==> config.mk <==
export PLATFORM = sky130hd
export DESIGN_NAME = pc_ctrl
export DESIGN_NICKNAME = d
export VERILOG_FILES = /design/src/rtl/pico_pkg.sv /design/src/rtl/pc_ctrl_ret_stack.sv /design/src/rtl/pc_ctrl.sv
export SDC_FILE = /design/constraint.sdc
export NUM_CORES = 1
export LEC_CHECK = 0
export ABC_CLOCK_PERIOD_IN_PS = 4500
export CORE_MARGIN = 3
export CORE_UTILIZATION = 45
export CTS_BUF_LIST = sky130_fd_sc_hd__clkbuf_2 sky130_fd_sc_hd__clkbuf_4 sky130_fd_sc_hd__clkbuf_8
export DETAILED_ROUTE_END_ITERATION = 12
export PLACE_DENSITY = 0.68
export RECOVER_POWER = 25
export SLEW_MARGIN = 20
export SYNTH_ARGS = -nofsm -noshare
export SYNTH_HDL_FRONTEND = slang
export SYNTH_SLANG_ARGS = --single-unit
==> constraint.sdc <==
create_clock -name clk_i -period 4.5 [get_ports clk_i]
set_clock_uncertainty 0.05 [all_clocks]
set_input_delay 0.45 -clock clk_i [delete_from_list [all_inputs] [get_ports clk_i]]
set_output_delay 0.45 -clock clk_i [all_outputs]
set_load 0.02 [all_outputs]
==> src/rtl/pico_pkg.sv <==
// -----------------------------------------------------------------------------
// pico : shared types and constants for the pico core.
//   modePC            - next-PC mode produced by the instruction decoder
//   PC_W_DEFAULT      - default program counter width
//   STK_DEPTH_DEFAULT - default return-stack depth
// -----------------------------------------------------------------------------
package pico;

    localparam int unsigned PC_W_DEFAULT      = 8;
    localparam int unsigned STK_DEPTH_DEFAULT = 4;

    typedef enum logic [1:0] {
        INCREMENT  = 2'd0,
        RELATIVE   = 2'd1,
        SUBROUTINE = 2'd2,
        RETURN     = 2'd3
    } modePC;

endpackage

==> src/rtl/pc_ctrl_ret_stack.sv <==
// -----------------------------------------------------------------------------
// ret_stack : LIFO of DEPTH entries, W bits each, for subroutine return
// addresses. Only the level counter is reset; entry contents are don't-care.
//   clk_i, rst_i      - clock, synchronous active-high reset (level only)
//   i_push, i_pop     - push i_data / pop top entry (never both at once)
//   i_data            - value to push
//   o_top             - current top entry (zero when empty)
//   o_full, o_empty   - occupancy flags
//   o_level           - number of occupied entries
// -----------------------------------------------------------------------------
module ret_stack #(
    parameter int unsigned W     = 8,
    parameter int unsigned DEPTH = 4,
    parameter int unsigned LVL_W = $clog2(DEPTH + 1)
) (
    input  logic             clk_i,
    input  logic             rst_i,
    input  logic             i_push,
    input  logic             i_pop,
    input  logic [W-1:0]     i_data,
    output logic [W-1:0]     o_top,
    output logic             o_full,
    output logic             o_empty,
    output logic [LVL_W-1:0] o_level
);

    // Index width kept at least 1 so DEPTH=1 still has a legal address.
    localparam int unsigned IDX_W = (DEPTH > 1) ? $clog2(DEPTH) : 1;

    logic [W-1:0]     r_mem [2**IDX_W];
    logic [LVL_W-1:0] r_lvl;
    logic [IDX_W-1:0] w_wr_idx;
    logic [IDX_W-1:0] w_top_idx;

    assign w_wr_idx  = IDX_W'(r_lvl);
    assign w_top_idx = IDX_W'(r_lvl - LVL_W'(1));

    assign o_full  = (r_lvl == LVL_W'(DEPTH));
    assign o_empty = (r_lvl == '0);
    assign o_level = r_lvl;
    assign o_top   = o_empty ? '0 : r_mem[w_top_idx];

    always_ff @(posedge clk_i) begin
        if (i_push && !o_full) begin
            r_mem[w_wr_idx] <= i_data;
        end
    end

    always_ff @(posedge clk_i) begin
        if (rst_i) begin
            r_lvl <= '0;
        end else if (i_push && !o_full) begin
            r_lvl <= r_lvl + LVL_W'(1);
        end else if (i_pop && !o_empty) begin
            r_lvl <= r_lvl - LVL_W'(1);
        end
    end

endmodule

==> src/rtl/pc_ctrl.sv <==
// -----------------------------------------------------------------------------
// pc_ctrl : program-counter unit of the pico core. Registers the next
// instruction address from the decoder's PC mode, owns the return stack and
// the sticky halted / stack-overflow flags.
//   clk_i, rst_i - clock, synchronous active-high reset
//   mode_pc_i    - next-PC mode (INCREMENT/RELATIVE/SUBROUTINE/RETURN)
//   halt_i       - halt request (sticky once taken)
//   wfi_i        - stall for one cycle, PC and stack hold
//   offset_i     - signed branch offset for RELATIVE
//   target_i     - absolute call target for SUBROUTINE
//   pc_o         - current instruction address
//   halted_o     - core halted, sticky until reset
//   stk_err_o    - return-stack overflow, sticky until reset
//   stk_lvl_o    - occupied return-stack entries
// -----------------------------------------------------------------------------
module pc_ctrl
    import pico::*;
#(
    parameter int unsigned PC_W      = PC_W_DEFAULT,
    parameter int unsigned OFF_W     = 8,
    parameter int unsigned STK_DEPTH = STK_DEPTH_DEFAULT
) (
    input  logic                           clk_i,
    input  logic                           rst_i,
    input  modePC                          mode_pc_i,
    input  logic                           halt_i,
    input  logic                           wfi_i,
    input  logic [OFF_W-1:0]               offset_i,
    input  logic [PC_W-1:0]                target_i,
    output logic [PC_W-1:0]                pc_o,
    output logic                           halted_o,
    output logic                           stk_err_o,
    output logic [$clog2(STK_DEPTH+1)-1:0] stk_lvl_o
);

    localparam int unsigned LVL_W = $clog2(STK_DEPTH + 1);

    logic [PC_W-1:0] r_pc;
    logic            r_halted;
    logic            r_err;

    logic [PC_W-1:0] w_pc_inc;
    logic [PC_W-1:0] w_pc_rel;
    logic [PC_W-1:0] w_top;
    logic            w_full;
    logic            w_empty;
    logic            w_stop;
    logic            w_ovf;
    logic            w_push;
    logic            w_pop;

    assign w_pc_inc = r_pc + PC_W'(1);
    // Size cast of a signed operand sign-extends (or truncates) to PC_W.
    assign w_pc_rel = r_pc + PC_W'($signed(offset_i));

    // Priority chain: reset > halted > overflow > wfi > mode.
    assign w_stop = rst_i || r_halted || halt_i;
    assign w_ovf  = !w_stop && (mode_pc_i == SUBROUTINE) && w_full;
    assign w_push = !w_stop && !wfi_i && (mode_pc_i == SUBROUTINE) && !w_full;
    assign w_pop  = !w_stop && !wfi_i && (mode_pc_i == RETURN) && !w_empty;

    ret_stack #(
        .W     (PC_W),
        .DEPTH (STK_DEPTH),
        .LVL_W (LVL_W)
    ) u_stack (
        .clk_i   (clk_i),
        .rst_i   (rst_i),
        .i_push  (w_push),
        .i_pop   (w_pop),
        .i_data  (w_pc_inc),
        .o_top   (w_top),
        .o_full  (w_full),
        .o_empty (w_empty),
        .o_level (stk_lvl_o)
    );

    always_ff @(posedge clk_i) begin
        if (rst_i) begin
            r_pc     <= '0;
            r_halted <= 1'b0;
            r_err    <= 1'b0;
        end else if (r_halted || halt_i) begin
            r_halted <= 1'b1;
        end else if (w_ovf) begin
            r_err    <= 1'b1;
            r_halted <= 1'b1;
        end else if (!wfi_i) begin
            unique case (mode_pc_i)
                INCREMENT:  r_pc <= w_pc_inc;
                RELATIVE:   r_pc <= w_pc_rel;
                SUBROUTINE: r_pc <= target_i;
                RETURN:     r_pc <= w_empty ? '0 : w_top;
                default:    r_pc <= r_pc;
            endcase
        end
    end

    assign pc_o      = r_pc;
    assign halted_o  = r_halted;
    assign stk_err_o = r_err;

endmodule

# Word-level counts from Yosys, hierarchy flattened
# Memory sizes are Yosys's and may differ from the RTL's.
# Index checks and enable logic that the tools add are counted.
[classes] n_addsub=4 n_eq_ne=4 mux=8 n_bitwise=3 reduce_logical=22
[op_table] operator="case mux 8 bit (4 select lines)" n=1
[op_table] operator="logical AND 1 bit" n=9
[op_table] operator="adder 8 x 1 -> 8 bit, second input constant" n=1
[op_table] operator="adder 8 bit" n=1
[op_table] operator="2-to-1 mux 8 bit" n=1
[op_table] operator="2-to-1 mux 3 bit" n=2
[op_table] operator="== test 2 bit, second input constant" n=2
[op_table] operator="logical NOT 1 bit" n=4
[op_table] operator="2-to-1 mux 1 bit" n=4
[op_table] operator="nonzero test 2 bit" n=2
[op_table] operator="adder 3 x 1 -> 3 bit, second input constant" n=1
[op_table] operator="== test 3 bit, second input constant" n=1
[op_table] operator="logical NOT 3 bit" n=1
[op_table] operator="logical OR 1 bit" n=3
[op_table] operator="NOT 1 bit" n=3
[op_table] operator="AND reduction 3 bit" n=1
[op_table] operator="subtractor 3 x 1 -> 3 bit, second input constant" n=1
[op_table] operator="== test 2 x 1 -> 1 bit, second input constant" n=1
[op_table] operator="logical NOT 2 bit" n=1
[op_table] operator="AND reduction 2 bit" n=1
[word_totals] register_bits=13 ramBits=32 input_bits=22 out_inout_bits=13 wordCells=46 memories=1
[mem_list] memory="u_stack.r_mem" words=4 word_bits=8 read_ports=1 rd_clocked_by_memory_dff=0 write_ports=1 line_no="pc_ctrl_ret_stack.sv:30" rtl="logic [W-1:0] r_mem [2**IDX_W];"

# Depth between registers and ports, before layout
[depth] depth_word=9 mapped_depth=9 depth_no_buf=7

# Hierarchy
# Synthesis repeated with hierarchy kept, for this count alone.
[unflattened] cells_unflattened=225 hier_area_um2=2561.2
[modules_own_cells] module="ret_stack" n_inst=1 cells_each=83 area_per_inst_um2=1497.7 seq_area_each_um2=1021.0
[modules_own_cells] module="pc_ctrl" n_inst=1 cells_each=142 area_per_inst_um2=1063.5 seq_area_each_um2=200.2

# Least setup slack after synthesis
# Ideal clock, no wire load.
[synth_path] kind="register to register" from="reg u_stack.r_lvl[0], in the netlist u_stack.o_level[0]" to="reg r_pc[1], in the netlist pc_o[1]" setup_ps=116 t_arrival_ps=2047 required_ps=4334 setup_slack_ps=2287 path_stages_with_launch=9 n_path_buf=2 synth_period_minus_slack_ps=2213 cell_sequence="dfxtp_1 buf_6 inv_1 ha_1 buf_2 mux4_2 a222oi_1 nor3_1 a31o_1"
[synth_between] elab_chain_cells=4 word_cells_on_any_way=9 cone_classes="add/sub (1); eq/ne (1); mux (2); bitwise (1); reduce/logical (3); memory (1)"
[synth_lines] element="start: declaration" line_no="pc_ctrl_ret_stack.sv:31" rtl="logic [LVL_W-1:0] r_lvl;"
[synth_lines] element="start signal: assignment" line_no="pc_ctrl_ret_stack.sv:53" rtl="r_lvl <= r_lvl + LVL_W'(1);"
[synth_lines] element="start signal: assignment" line_no="pc_ctrl_ret_stack.sv:55" rtl="r_lvl <= r_lvl - LVL_W'(1);"
[synth_lines] element="subtractor 3 x 1 -> 3 bit or == test 3 bit (tied branches)"
[synth_lines] element="memory read (4 x 8 bit) or logical AND 1 bit (tied branches)"
[synth_lines] element="2-to-1 mux 8 bit or NOT 1 bit (tied branches)"
[synth_lines] element="case mux 8 bit (4 select lines) or AND reduction 3 bit (tied branches)"
[synth_lines] element="end signal: assignment" line_no="pc_ctrl.sv:90" rtl="INCREMENT: r_pc <= w_pc_inc;"
[synth_lines] element="end signal: assignment" line_no="pc_ctrl.sv:93" rtl="RETURN: r_pc <= w_empty ? '0 : w_top;"
[synth_lines] element="end signal: assignment" line_no="pc_ctrl.sv:94" rtl="default: r_pc <= r_pc;"
[synth_lines] element="end: declaration" line_no="pc_ctrl.sv:38" rtl="logic [PC_W-1:0] r_pc;"
# Parallel ways exist; a longest one is shown, timed or not.
# A chain may end at the register's enable or synchronous reset.

# Worst setup path after layout
[layout_path] from="in mode_pc_i[1]" to="mem u_stack.r_mem[0][7] (enable)"
[layout_between] elab_chain_cells=6
[layout_lines] element="start: declaration" line_no="pc_ctrl.sv:25" rtl="input modePC mode_pc_i,"
[layout_lines] element="== test 2 bit" line_no="pc_ctrl.sv:59" rtl="assign w_push = !w_stop && !wfi_i && (mode_pc_i == SUBROUTINE) && !w_full;"
[layout_lines] element="logical AND 1 bit (2 in series)" line_no="pc_ctrl.sv:59"
[layout_lines] element="logical AND 1 bit" line_no="pc_ctrl_ret_stack.sv:44" rtl="if (i_push && !o_full) begin"
[layout_lines] element="2-to-1 mux 1 bit" line_no="pc_ctrl_ret_stack.sv:44"
[layout_lines] element="2-to-1 mux 1 bit (not written as such)" line_no="pc_ctrl_ret_stack.sv:45" rtl="r_mem[w_wr_idx] <= i_data;"
[layout_lines] element="end: declaration" line_no="pc_ctrl_ret_stack.sv:30"
# Every way passes these cells.

==> impl_results.html <==
<table>
<tr><th>Metric</th><th>Value</th></tr>
<tr><th colspan="2">Final layout</th></tr>
<tr><td>Post-synthesis to final-layout area growth</td><td>17.70%</td></tr>
<tr><td>Number of antenna diodes</td><td>0</td></tr>
<tr><td>Combined flip-flop and latch cell area</td><td>1221 um^2</td></tr>
<tr><td>Proportion of layout cells with a drive suffix above 1</td><td>0.07692</td></tr>
<tr><td>Post-route design area</td><td>3020 um^2</td></tr>
<tr><td>Multi-input logic area</td><td>1247 um^2</td></tr>
<tr><td>Final-layout fill cell count</td><td>~440</td></tr>
<tr><td>Fin nets</td><td>282</td></tr>
<tr><td>Most common library cell in the layout ignoring fill and taps</td><td>clkdlybuf4s50_1</td></tr>
<tr><td>Commonest non-fill, non-tap cells in the layout</td><td>clkdlybuf4s50_1 (34), edfxtp_1 (32), nand2_1 (17)</td></tr>
<tr><td>Count of non-filler cells in the finished layout</td><td>317</td></tr>
<tr><th colspan="2">Clocking</th></tr>
<tr><td>Number of levels in the clock H-tree</td><td>2</td></tr>
<tr><td>Clock tree from TritonCTS</td><td>yes</td></tr>
<tr><td>CTS buffer count</td><td>5</td></tr>
<tr><td>Setup fix buffers added after clock tree synthesis</td><td>0</td></tr>
<tr><td>Clock latency on the worst-skew pair</td><td>0.30 ns</td></tr>
<tr><td>Number of hold-repair buffers added at the cts stage</td><td>0</td></tr>
<tr><td>Clock slew at the register clock pins of the worst setup and hold paths</td><td>approximately 0.10 ns</td></tr>
<tr><td>Clock sink count</td><td>45</td></tr>
<tr><td>CTS max path bufs</td><td>2</td></tr>
<tr><td>Root buf cell</td><td>clkbuf_8</td></tr>
<tr><td>Resized cells post-CTS</td><td>0</td></tr>
<tr><th colspan="2">Flow run</th></tr>
<tr><td>Number of max-capacitance violations reported</td><td>0</td></tr>
<tr><th colspan="2">Power</th></tr>
<tr><td>Share of power burned in registers</td><td>0.540</td></tr>
<tr><td>Proportion of power drawn by the clock network</td><td>0.321</td></tr>
<tr><td>Total Power</td><td>0.8508 mW</td></tr>
<tr><td>Total net switching power</td><td>0.2266 mW</td></tr>
<tr><td>Share of power burned in combinational logic</td><td>0.139</td></tr>
<tr><td>Internal Power</td><td>0.6242 mW</td></tr>
<tr><td>Worst ir drop on vdd</td><td>0.2572 mV</td></tr>
<tr><td>Sw frac</td><td>0.2663</td></tr>
<tr><td>Leakage dissipation</td><td>1.068 nW</td></tr>
<tr><td>Power density over the cells</td><td>281.7 nW/um^2</td></tr>
<tr><th colspan="2">STA</th></tr>
<tr><td>Relative max-transition margin</td><td>0.5521</td></tr>
<tr><td>RSZ-0062 raised after global routing</td><td>no</td></tr>
<tr><td>Period minus WS final</td><td>roughly 2.6 ns</td></tr>
<tr><td>Pin slew with the least headroom to its limit</td><td>approximately 0.67 ns</td></tr>
<tr><td>Number of hold violations in the final report</td><td>0</td></tr>
<tr><td>Share of the clock period used by the worst path</td><td>0.5764</td></tr>
<tr><td>Final worst hold slack</td><td>0.4345 ns</td></tr>
<tr><td>Final max-slew violation count</td><td>0</td></tr>
<tr><td>Total negative slack</td><td>0 ns</td></tr>
<tr><td>Final setup viols</td><td>0</td></tr>
<tr><td>Maximum frequency from static timing analysis</td><td>0.3855 GHz</td></tr>
<tr><th colspan="2">Global route</th></tr>
<tr><td>Maximum number of pins on one net before global-route repair</td><td>21</td></tr>
<tr><td>Antenna violations before repair</td><td>0</td></tr>
<tr><td>Global-route congestion overflow total</td><td>0</td></tr>
<tr><td>Global-route wire length before repair</td><td>8.935 mm</td></tr>
<tr><td>Global routing usage summed across all routing layers</td><td>0.1807</td></tr>
<tr><td>Number of global-route vias before repair</td><td>1721</td></tr>
<tr><th colspan="2">Logic synthesis</th></tr>
<tr><td>Post-synth top flop</td><td>edfxtp_1</td></tr>
<tr><td>Net Count, Synth</td><td>250</td></tr>
<tr><td>Cell count after synthesis</td><td>roughly 210</td></tr>
<tr><td>Summed instance area of the synthesized netlist</td><td>2566 um^2</td></tr>
<tr><td>Number of enable-type register cells in the synthesized netlist</td><td>32</td></tr>
<tr><td>Sequential share of the synthesized area</td><td>0.4759</td></tr>
<tr><td>Share of synthesized registers carrying an async set or reset</td><td>0</td></tr>
<tr><td>Seq cells post-synth</td><td>45</td></tr>
<tr><td>Synthesized area divided by synthesized cell count</td><td>11.99 um^2</td></tr>
<tr><td>Yosys cell types</td><td>55</td></tr>
<tr><td>Synthesis Warnings</td><td>0</td></tr>
<tr><th colspan="2">Critical path</th></tr>
<tr><td>Critical path peak fanout</td><td>20</td></tr>
<tr><td>Required time at the worst-slack endpoint</td><td>4.41 ns</td></tr>
<tr><td>CP delay by family, top</td><td>simple AND/OR/NAND/NOR gates</td></tr>
<tr><td>CP peak stage delay</td><td>around 0.9 ns</td></tr>
<tr><td>Setup slack, reg-to-reg</td><td>1.94 ns</td></tr>
<tr><td>Endpoint arrival time on the critical path</td><td>2.50 ns</td></tr>
<tr><td>Setup crit end kind</td><td>register</td></tr>
<tr><td>Sort of element at the start of the critical path</td><td>input port</td></tr>
<tr><td>Crit path max-delay cell type</td><td>clkdlybuf4s50_1</td></tr>
<tr><td>Critical path start-end classification</td><td>in2reg</td></tr>
<tr><td>Critical path buffers and inverters</td><td>1</td></tr>
<tr><td>Worst-path cell chain</td><td>clkdlybuf4s50_1 -&gt; nor3b_2 -&gt; and3_1 -&gt; and2_1</td></tr>
<tr><th colspan="2">Drt</th></tr>
<tr><td>Number of violations reported at the end of detailed-routing iteration 0</td><td>179</td></tr>
<tr><td>Total Wirelength</td><td>5.538 mm</td></tr>
<tr><td>Post-DR wirelength/cell</td><td>17.47 um</td></tr>
<tr><td>Residual DRC count</td><td>0</td></tr>
<tr><td>ANT nets after route</td><td>0</td></tr>
<tr><td>Post-DR vias/cell</td><td>5.804</td></tr>
<tr><td>First drt pass iteration count</td><td>4</td></tr>
<tr><td>Detailed-route via count</td><td>1840</td></tr>
<tr><th colspan="2">Outcome</th></tr>
<tr><td>Status</td><td>finished clean</td></tr>
<tr><th colspan="2">Placement</th></tr>
<tr><td>IO Port Bufs</td><td>34</td></tr>
<tr><td>Final estimated routing congestion in global placement</td><td>0.7655</td></tr>
<tr><td>Placed cell count</td><td>309</td></tr>
<tr><td>Hpwl dp</td><td>4.113 mm</td></tr>
<tr><td>Placed instance area</td><td>2923 um^2</td></tr>
<tr><th colspan="2">Min path</th></tr>
<tr><td>Type of the worst min-delay path</td><td>reg2reg</td></tr>
<tr><th colspan="2">Die</th></tr>
<tr><td>Number of top-level design ports</td><td>35</td></tr>
<tr><td>Y dimension of the die</td><td>81.52 um</td></tr>
<tr><td>Area of the core</td><td>5303 um^2</td></tr>
<tr><td>Row count</td><td>26</td></tr>
<tr><td>Floorplan die area</td><td>between 6000 and 7000 um^2</td></tr>
<tr><td>Die width</td><td>81.52 um</td></tr>
<tr><td>Initial Utilization</td><td>0.4840</td></tr>
</table>
## flip-flops by register name, indices dropped and copies added (netlist names)
signal           cells
pc_o                 8
halted_o             1
stk_err_o            1
u_stack.o_level      3
u_stack.r_mem       32
## cells in the mapped netlist (2+ instances only)
cell	count	area (um^2)
mux2_2	2	22.52
a222oi_1	2	20.02
and2_1	5	31.28
buf_6	2	22.52
xnor2_1	7	61.31
clkinv_1	2	7.510
a211o_1	2	17.52
nand2_1	17	63.81
ha_1	13	162.7
inv_1	5	18.77
or2b_2	2	17.52
nor3_1	4	20.02
dfxtp_1	13	260.3
nand4_1	3	18.77
nand3_1	3	15.01
edfxtp_1	32	960.9
o21ai_0	9	45.04
nor2_1	14	52.55
o41ai_1	2	17.52
clkbuf_8	2	27.53
nor3b_1	3	22.52
mux4_1	7	183.9
nor4_1	2	12.51
a21o_1	2	15.01
a31oi_1	2	12.51
clkbuf_1	3	11.26
and3_1	4	25.02
a21oi_1	12	60.06
a32oi_1	2	17.52
a211oi_1	3	22.52
a221oi_1	3	26.28
xor2_1	3	26.28
o221ai_1	2	17.52
nand2b_1	4	25.02
## worst reg2reg max path: stages (launching register included)
cell and delay (ns):
dfxtp_1 0.69, inv_1 0.21, ha_1 0.56, mux4_2 0.38, a222oi_1 0.32, nor3_1 0.08, a31o_1 0.18
## area by class of cell
type                    instances  share of cell area
clock inverters                 3            0.009528
flip-flops and latches         45              0.4043
inverters                       7            0.008699
well taps                      70             0.02900
repair buffers                 34              0.1127
clock buffers                   5             0.02278
multi-input cells             153              0.4130
## routing by layer
metal,vias to the layer above,global-route usage,routed length [um]
met1,878,0.2496,2598
li1,901,-,-
met2,56,0.2834,2469
met5,-,0,0
met3,5,0.04386,414
met4,0,0.05068,56
## stage by stage
| step | utilization | worst slack, ns |
|---|---|---|
| after floorplan | - | 2.287 |
| after global placement | 0.5512 | 1.712 |
| after detailed placement | 0.5512 | 1.592 |
| after CTS | 0.5696 | 1.898 |
| after global routing | 0.5696 | 1.656 |
| final | 0.5696 | 1.906 |
## cells by family (layout without fill, tap and decap cells)
| group | Yosys count | count (layout) | share of synthesized area |
|---|---|---|---|
| compound gates | 48 | 48 | 0.1297 |
| xor+xnor | 10 | 10 | 0.03413 |
| fa+ha+maj | 14 | 14 | 0.07119 |
| buf+inv | 16 | 49 | 0.03803 |
| flops | 45 | 45 | 0.4759 |
| mux | 11 | 11 | 0.09313 |
| simple gates | 70 | 70 | 0.1580 |
## final timing paths
path                                                       to                       startpoint  depth (start not counted)
worst max-delay path            u_stack.r_mem[0][7]$_DFFE_PP_                     mode_pc_i[1]                          4
worst min-delay path                   stk_err_o$_SDFFE_PP0P_           stk_err_o$_SDFFE_PP0P_                          2
worst max register to register           pc_o[1]$_SDFFE_PP0P_  u_stack.o_level[0]$_SDFFE_PP0P_                          6
worst min register to register         stk_err_o$_SDFFE_PP0P_           stk_err_o$_SDFFE_PP0P_                          2
## power groups by stage
stage | clock network (mW) | registers, mW | logic [mW]
after floorplan | 0 | 0.471 | 0.0698
after global placement | 0 | 0.469 | 0.117
after detailed placement | 0 | 0.469 | 0.117
after CTS | 0.277 | 0.460 | 0.118
after global routing | 0.296 | 0.461 | 0.130
final | 0.273 | 0.460 | 0.118
No activity file was read; power rests on OpenSTA's default activity.
